File: config.mk
export PLATFORM = sky130hd
export DESIGN_NAME = rf_multiport_sb
export DESIGN_NICKNAME = d
export VERILOG_FILES = /design/src/rtl/rf_multiport_sb_pkg.sv /design/src/rtl/rf_scoreboard.sv /design/src/rtl/rf_multiport_sb.sv
export SDC_FILE = /design/constraint.sdc
export NUM_CORES = 2
export LEC_CHECK = 0
export BUFFER_PORTS_ARGS = -buffer_cell sky130_fd_sc_hd__buf_2
export CAP_MARGIN = 10
export CORE_MARGIN = 3
export CORE_UTILIZATION = 68
export CTS_CLUSTER_SIZE = 40
export DETAILED_ROUTE_END_ITERATION = 6
export PLACE_DENSITY = 0.83
export SYNTH_ARGS = -nofsm -noshare
export SYNTH_HDL_FRONTEND = slang
export SYNTH_SLANG_ARGS = --single-unit
export TNS_END_PERCENT = 5
File: constraint.sdc
create_clock -name Clk -period 8.8 [get_ports Clk]
set_clock_uncertainty 0.05 [all_clocks]
set_input_delay 0.44 -clock Clk [delete_from_list [all_inputs] [get_ports Clk]]
set_output_delay 0.44 -clock Clk [all_outputs]
set_load 0.005 [all_outputs]
File: src/rtl/rf_multiport_sb_pkg.sv
// Shared constants and helpers for the rf_multiport_sb register file and its scoreboard.
// Default geometry and the hardwired-zero register index live here for all rf files.
package rf_multiport_sb_pkg;

    localparam int DEF_DW   = 32;
    localparam int DEF_NREG = 32;
    localparam int DEF_AW   = 5;
    localparam int DEF_NRD  = 2;
    localparam int ZERO_REG = 0;

    typedef enum logic [1:0] {
        CNT_HOLD = 2'd0,
        CNT_INC  = 2'd1,
        CNT_DEC  = 2'd2
    } cntStepT;

    // One busy bit can rise and a different one can fall on the same edge; they cancel.
    function automatic cntStepT cntStep(input logic inc, input logic dec);
        if (inc && !dec) begin
            return CNT_INC;
        end
        if (dec && !inc) begin
            return CNT_DEC;
        end
        return CNT_HOLD;
    endfunction

endpackage

File: src/rtl/rf_scoreboard.sv
// Per-register busy bits, busy-register counter and sticky double-reserve error flag.
// State updates on the falling clock edge; reset is asynchronous, active-low.
module rf_scoreboard
    import rf_multiport_sb_pkg::*;
#(
    parameter int NREG = DEF_NREG,
    parameter int AW   = DEF_AW
) (
    input  logic            clk,
    input  logic            rstN,
    input  logic            wrEn,
    input  logic [AW-1:0]   wrAddr,
    input  logic            rsvEn,
    input  logic [AW-1:0]   rsvAddr,
    output logic [NREG-1:0] busyVec,
    output logic [AW:0]     busyCnt,
    output logic            sbErr
);

    localparam logic [AW-1:0] ZERO_ADDR = AW'(ZERO_REG);
    localparam logic [AW:0]   CNT_MAX   = (AW+1)'(NREG-1);
    localparam logic [AW:0]   CNT_ONE   = (AW+1)'(1);

    logic            doWr;
    logic            doRsv;
    logic            sameReg;
    logic            incCnt;
    logic            decCnt;
    logic            errSet;
    logic [NREG-1:0] busyNext;
    cntStepT         step;

    assign doWr    = wrEn  && (wrAddr  != ZERO_ADDR);
    assign doRsv   = rsvEn && (rsvAddr != ZERO_ADDR);
    assign sameReg = doWr && doRsv && (wrAddr == rsvAddr);

    // A write that coincides with a reserve of the same register leaves it busy for the new producer.
    assign incCnt = doRsv && !busyVec[rsvAddr];
    assign decCnt = doWr && busyVec[wrAddr] && !sameReg;
    assign errSet = doRsv && busyVec[rsvAddr] && !sameReg;
    assign step   = cntStep(incCnt, decCnt);

    genvar gi;
    generate
        for (gi = 0; gi < NREG; gi++) begin : gBusy
            assign busyNext[gi] = (doRsv && (rsvAddr == AW'(gi))) ? 1'b1 :
                                  (doWr  && (wrAddr  == AW'(gi))) ? 1'b0 :
                                  busyVec[gi];
        end
    endgenerate

    always_ff @(negedge clk or negedge rstN) begin
        if (!rstN) begin
            busyVec <= '0;
            busyCnt <= '0;
            sbErr   <= 1'b0;
        end else begin
            busyVec <= busyNext;
            case (step)
                CNT_INC: if (busyCnt != CNT_MAX) busyCnt <= busyCnt + CNT_ONE;
                CNT_DEC: if (busyCnt != '0)      busyCnt <= busyCnt - CNT_ONE;
                default: ;
            endcase
            if (errSet) begin
                sbErr <= 1'b1;
            end
        end
    end

endmodule

File: src/rtl/rf_multiport_sb.sv
// Multi-port register file with hardwired-zero r0 and a per-register busy scoreboard.
// Define RF_BYPASS_EN to forward the in-flight write to matching read ports combinationally.
module rf_multiport_sb
    import rf_multiport_sb_pkg::*;
#(
    parameter int DW   = DEF_DW,
    parameter int NREG = DEF_NREG,
    parameter int AW   = DEF_AW,
    parameter int NRD  = DEF_NRD
) (
    input  logic              Clk,
    input  logic              Rst_n,
    input  logic [NRD*AW-1:0] RA,
    output logic [NRD*DW-1:0] BusA,
    output logic [NRD-1:0]    BusyA,
    input  logic [AW-1:0]     RW,
    input  logic [DW-1:0]     BusW,
    input  logic              RegWr,
    input  logic              Reserve,
    input  logic [AW-1:0]     RR,
    output logic [AW:0]       BusyCnt,
    output logic              SbErr
);

    localparam logic [AW-1:0] ZERO_ADDR = AW'(ZERO_REG);

    logic [DW-1:0]   regFile [NREG];
    logic [NREG-1:0] busyVec;
    logic            doWr;

    assign doWr = RegWr && (RW != ZERO_ADDR);

    rf_scoreboard #(
        .NREG (NREG),
        .AW   (AW)
    ) uScoreboard (
        .clk     (Clk),
        .rstN    (Rst_n),
        .wrEn    (RegWr),
        .wrAddr  (RW),
        .rsvEn   (Reserve),
        .rsvAddr (RR),
        .busyVec (busyVec),
        .busyCnt (BusyCnt),
        .sbErr   (SbErr)
    );

    // Falling-edge write gives the second half of the cycle to readers.
    always_ff @(negedge Clk or negedge Rst_n) begin
        if (!Rst_n) begin
            for (int i = 0; i < NREG; i++) begin
                regFile[i] <= '0;
            end
        end else if (doWr) begin
            regFile[RW] <= BusW;
        end
    end

    genvar gi;
    generate
        for (gi = 0; gi < NRD; gi++) begin : gRead
            logic [AW-1:0] rdAddr;
            logic [DW-1:0] storedData;
            logic          storedBusy;

            assign rdAddr     = RA[gi*AW +: AW];
            assign storedData = (rdAddr == ZERO_ADDR) ? '0 : regFile[rdAddr];
            assign storedBusy = busyVec[rdAddr];

`ifdef RF_BYPASS_EN
            logic fwdHit;
            assign fwdHit             = doWr && (rdAddr == RW);
            assign BusA[gi*DW +: DW]  = fwdHit ? BusW : storedData;
            assign BusyA[gi]          = fwdHit ? 1'b0 : storedBusy;
`else
            assign BusA[gi*DW +: DW]  = storedData;
            assign BusyA[gi]          = storedBusy;
`endif
        end
    endgenerate

endmodule

# Yosys cells after proc, flatten, opt, wreduce, memory -nomap -nowiden
# Index checks and enable logic that the tools add are counted.
dict set report totals {
  regBits 1063
  input_bits 56
  out_inout_bits 73
  elab_cells 361
}
dict set report classes {
  addsub 2
  order_cmp 8
  eq_ne 68
  mux 93
  bitwise 3
  reduce_logical 121
}
# op count
set op_table {}
lappend op_table {{1024-bit bitwise mux} 1}
lappend op_table {{32-bit binary-select mux with 5-bit select} 2}
lappend op_table {{32-bit 2-to-1 mux} 7}
lappend op_table {{32-bit demux with 5-bit select} 1}
lappend op_table {{5-bit equality test (second input constant)} 32}
lappend op_table {{5-bit by 4-bit equality test with 1-bit output (second input constant)} 16}
lappend op_table {{1-bit logical AND} 76}
lappend op_table {{1-bit 2-to-1 mux} 71}
lappend op_table {{2-bit nonzero test} 33}
lappend op_table {{5-bit by 3-bit equality test with 1-bit output (second input constant)} 8}
lappend op_table {{5-bit by 6-bit less-than comparator with 1-bit output (second input constant)} 4}
lappend op_table {{1-bit binary-select mux with 5-bit select} 4}
lappend op_table {{5-bit by 2-bit equality test with 1-bit output (second input constant)} 4}
lappend op_table {{5-bit logical NOT} 4}
lappend op_table {{6-bit >= comparator (second input constant)} 3}
lappend op_table {{5-bit inverter with 6-bit output} 3}
lappend op_table {{6-bit 2-to-1 mux} 2}
lappend op_table {{6-bit case mux with 2 select lines} 1}
lappend op_table {{5-bit by 1-bit equality test with 1-bit output (second input constant)} 2}
lappend op_table {{5-bit nonzero test} 2}
lappend op_table {{2-bit 2-to-1 mux} 4}
lappend op_table {{6-bit by 1-bit adder with 6-bit output (second input constant)} 1}
lappend op_table {{6-bit by 1-bit less-than comparator with 1-bit output (second input constant)} 1}
lappend op_table {{6-bit by 5-bit != test with 1-bit output (second input constant)} 1}
lappend op_table {{8 further kinds} 12}

# Logic depth before layout (Yosys ltp)
dict set report depth {
  word_depth 15
  ltp_mapped 18
  ltp_nobuf 15
}

# By module
# A second synthesis with hierarchy kept.
dict set report hier_totals {
  cells_unflattened 3914
  area_unflattened_um2 57325.0
}
# mod n_inst cells_per_inst area_per_inst_um2 seq_area_each_um2
set by_module_without_submodules {}
lappend by_module_without_submodules {rf_multiport_sb 1 3667 54801.3 25624.6}
lappend by_module_without_submodules {rf_scoreboard 1 247 2523.7 975.9}

==> summary.md <==
The final-layout fill cell count is 4,612, and the via count is 35.2k. After detailed routing, the number of remaining DRC violations is 0. Along the worst path, the maximum fanout reaches 19.

Leaving out fill and tap cells, the most frequent cells in the layout are sky130_fd_sc_hd__dfrtn_1, sky130_fd_sc_hd__mux2_2, sky130_fd_sc_hd__mux4_2. For the pin with the worst max-slew slack, the measured transition is 1.13 ns. The most common cell after layout, fill and taps aside was sky130_fd_sc_hd__dfrtn_1. The accumulated negative setup slack came out at 0 ns.

The logs give 0 for the number of resized instances in the post-cts repair step and 58,400 um^2 for the area of placed instances. Across the run, the number of max-cap violations was 0. Setup repair after global routing left no endpoint under its margin.

Counting along the longest clock path gives a buffer depth of 3. Setup violations remaining at the end of the flow were counted as 0. The wire length reported by the detailed router came out at 160,000 um. The die is 296 um tall. In this run, post-CTS hold repair placed 0 buffers.

Counting the buffers created by CTS gives 110. The clock-pin slew of the registers on the worst-case setup and hold paths was 0.04 ns; the fraction of power consumed by the clock network was 34.1%. After the first detailed-routing iteration, the DRC count stood at 3,763.

Once layout is complete, the cells apart from fillers number 4,584. For the insertion delay to the later sink of the worst-skew pair, the log shows 0.64 ns. The largest individual stage delay along the critical path comes from the cell sky130_fd_sc_hd__mux4_2. After floorplanning, the core was divided into 105 placement rows. Traced cell by cell, the critical path runs through buf_2 -> mux4_2 -> o22ai_1 -> o211ai_1 -> a31oi_1 -> or2_2 -> inv_1 -> ha_1 -> a21o_1 -> a21oi_1 -> o21bai_1 -> a21oi_1 -> nor2_1 -> and3_1 -> a2111o_1.

Net switching is 26.6% of the power. Die area: 87,400 um^2. Synthesis instantiated 52 different standard cells from the library. Post-detailed-route count of antenna-violating nets: 0.

Cells with a size suffix above 1 make up 60.3% of the layout. STA classifies the critical path endpoint as a flip-flop. For the number of failing hold endpoints at the final stage, the log shows 0.

After legalization and detailed placement, the total HPWL measured 87,500 um. For this run, the post-layout net count is 3,482. Measured along the x axis, the die boundary spans 296 um.

Dividing the synthesized area by the synthesized cell count gives 16.3 um^2. The congestion estimate from routability-driven global placement came to 0.862. The number of nets handed over by synthesis was 3,562. Number of global-route vias before repair: 37.3k. The path category of the worst min-delay check is reg2reg. CTS built an H-tree with a depth of 3. Counting every sink on the clock net gives 1,063. Summed over all nets, the switching power comes to 3.99 mW. For the sequential share of power, the log shows 44.7%. The worst pin sits at a relative slew slack of 24.8%. For this run, the leading register cell type out of synthesis is sky130_fd_sc_hd__dfrtn_1.

The logs give 3.90 ns for the arrival time reported for the critical path endpoint and 69.0% for the starting utilization of the core area. The most frequent cell on the critical path is sky130_fd_sc_hd__a21oi_1. The synthesized area was 57,000 um^2. The area growth from synthesis to layout is 9.40%. The first global-routing pass estimated 242,000 um of wire. The internal power of the cells totals 11.0 mW. The register area was 26,600 um^2. Critical setup path kind: in2reg. In the final routed layout, each cell accounts on average for 34.9 um. Of the total power, combinational logic draws 21.2%. The number of buffers added for setup after CTS came out at 0.

The worst setup path is launched from an input pin. Cell count after placement: 4,379. In this run the tool buffered the top-level ports with 128 buffer cells. Dividing total power by cell area gives a power density of 240 nW/um^2.

The cell count after synthesis was 3,501; the delay of the slowest critical-path stage was 0.56 ns. Once layout is done, the placed cells without fillers occupy 62,400 um^2. Dividing the detail-routed via count by the number of cells gives 7.67. The maximum vdd drop came out at 0.000174 V.

The register bit total from synthesis was 1,063; the final worst hold slack was 0.291 ns. The run gives 6 as the initial antenna violation count. The post-synthesis sequential area ratio is 46.6%.

The run gives 0 as the global route total overflow. The area of combinational cells with multiple inputs is 28,800 um^2, and the yosys synthesis warning count is 0. 129 I/O pins were placed.

TritonCTS built the clock tree. Global routing consumed, over all layers together, 37.7% of the routing resources. In this run the standard cell core region covers 82,600 um^2. The clock root buffer master was sky130_fd_sc_hd__clkbuf_16.

The worst-case register-to-register setup slack is 5.05 ns. The number of slew-limit violations in the final report is 0. The synthesized design contains 0 enable-type register cells.

The analysis attributes to cell leakage a power of 26.9 nW. Of all flip-flops after synthesis, the portion carrying an async set or reset was 100%. The first-pass detailed-route iteration total is 5.

The run finished with clean final reports. Data on the critical path is required at its endpoint by 4.83 ns. Entering global routing, the biggest net connects 125 pins.
## power by group through the flow
stage / Sequential [mW] / Combinational, mW / Clock (mW)
after global routing: 6.79 / 3.39 / 5.37
after floorplan: 6.44 / 2.44 / 0
after global placement: 6.56 / 3.04 / 0
final: 6.70 / 3.18 / 5.11
after CTS: 6.66 / 3.19 / 5.15
after detailed placement: 6.72 / 3.16 / 0
## Yosys cell counts, types with 6 or more instances
| cell | count | area [um^2] |
|---|---|---|
| sky130_fd_sc_hd__dfrtn_1 | 1063 | 26600 |
| sky130_fd_sc_hd__mux2_2 | 1006 | 11300 |
| sky130_fd_sc_hd__mux4_2 | 666 | 15000 |
| sky130_fd_sc_hd__clkbuf_1 | 222 | 833 |
| sky130_fd_sc_hd__buf_2 | 147 | 736 |
| sky130_fd_sc_hd__nor2_1 | 87 | 327 |
| sky130_fd_sc_hd__mux2i_1 | 77 | 771 |
| sky130_fd_sc_hd__buf_1 | 32 | 120 |
| sky130_fd_sc_hd__o21ai_0 | 28 | 140 |
| sky130_fd_sc_hd__nand2_1 | 24 | 90.1 |
| sky130_fd_sc_hd__inv_1 | 17 | 63.8 |
| sky130_fd_sc_hd__nor3_1 | 8 | 40.0 |
| sky130_fd_sc_hd__a21oi_1 | 7 | 35.0 |
| sky130_fd_sc_hd__nor2b_1 | 7 | 43.8 |
| sky130_fd_sc_hd__o22ai_1 | 7 | 43.8 |
| sky130_fd_sc_hd__a22o_1 | 6 | 52.6 |
| sky130_fd_sc_hd__nand2b_1 | 6 | 37.5 |
| sky130_fd_sc_hd__nand3_1 | 6 | 30.0 |
## stage by stage
stage	util [%]	power (mW)	worst slack (ns)
final	75.5	15.0	0.926
after CTS	75.5	15.0	0.931
after global routing	75.5	15.5	0.685
after floorplan	-	8.88	0.745
after detailed placement	70.7	9.88	0.271
after global placement	70.7	9.60	0.356
## area by class of cell
| cell class | count | share of cell area (%) |
|---|---|---|
| Clock inverter | 54 | 1.26 |
| Sequential cell | 1063 | 42.6 |
| Clock buffer | 149 | 5.13 |
| Antenna cell | 2 | 0.00802 |
| Timing Repair Buffer | 216 | 2.54 |
| Inverter | 17 | 0.102 |
| Multi-Input combinational cell | 2013 | 46.2 |
| Tap cell | 1070 | 2.15 |
## per-layer routing
metal / track usage (%) / vias to the layer above / part of all wire (%)
met4: 15.5 / 6 / 4.6
met5: 0 / - / 0.025
met2: 58.2 / 2131 / 47
li1: - / 13500 / -
met1: 52.4 / 19100 / 37
met3: 9.81 / 457 / 11
## worst max-delay path: cells and delay by family
| family | cells | cell delay (ns) |
|---|---|---|
| and+or+nand+nor | 3 | 0.43 |
| muxes | 1 | 0.56 |
| AOI/OAI and AO/OA | 8 | 1.73 |
| adders and majority gates | 1 | 0.27 |
| buffers and inverters | 2 | 0.47 |
## flip-flops by register name, indices dropped and copies added, names as in the netlist
register             cells
regFile               1024
uScoreboard.busyCnt      6
uScoreboard.busyVec     32
uScoreboard.sbErr        1
## final timing paths
path | start | endpoint | cells after the start
max | RR[0] | uScoreboard.busyCnt[5] | 15
min | regFile[995] | regFile[995] | 0
max reg2reg | uScoreboard.busyVec[31] | uScoreboard.busyCnt[5] | 15
min reg2reg | regFile[995] | regFile[995] | 0
max in group asynchronous | Rst_n | regFile[971] | 2
min in group asynchronous | Rst_n | uScoreboard.busyCnt[1] | 1
## cells by family (layout without fill, tap and decap cells)
kind of cell | after synthesis | in the layout | share of synthesized area (%)
simple gates | 172 | 172 | 1.45
mux | 1751 | 1751 | 47.6
fa+ha+maj | 5 | 5 | 0.123
xor+xnor | 9 | 9 | 0.138
other cells | 0 | 2 | 0
compound gates | 76 | 76 | 0.890
buf+inv | 425 | 436 | 3.18
flops | 1063 | 1063 | 46.6
Note: power is estimated with default switching activity, not from simulation.
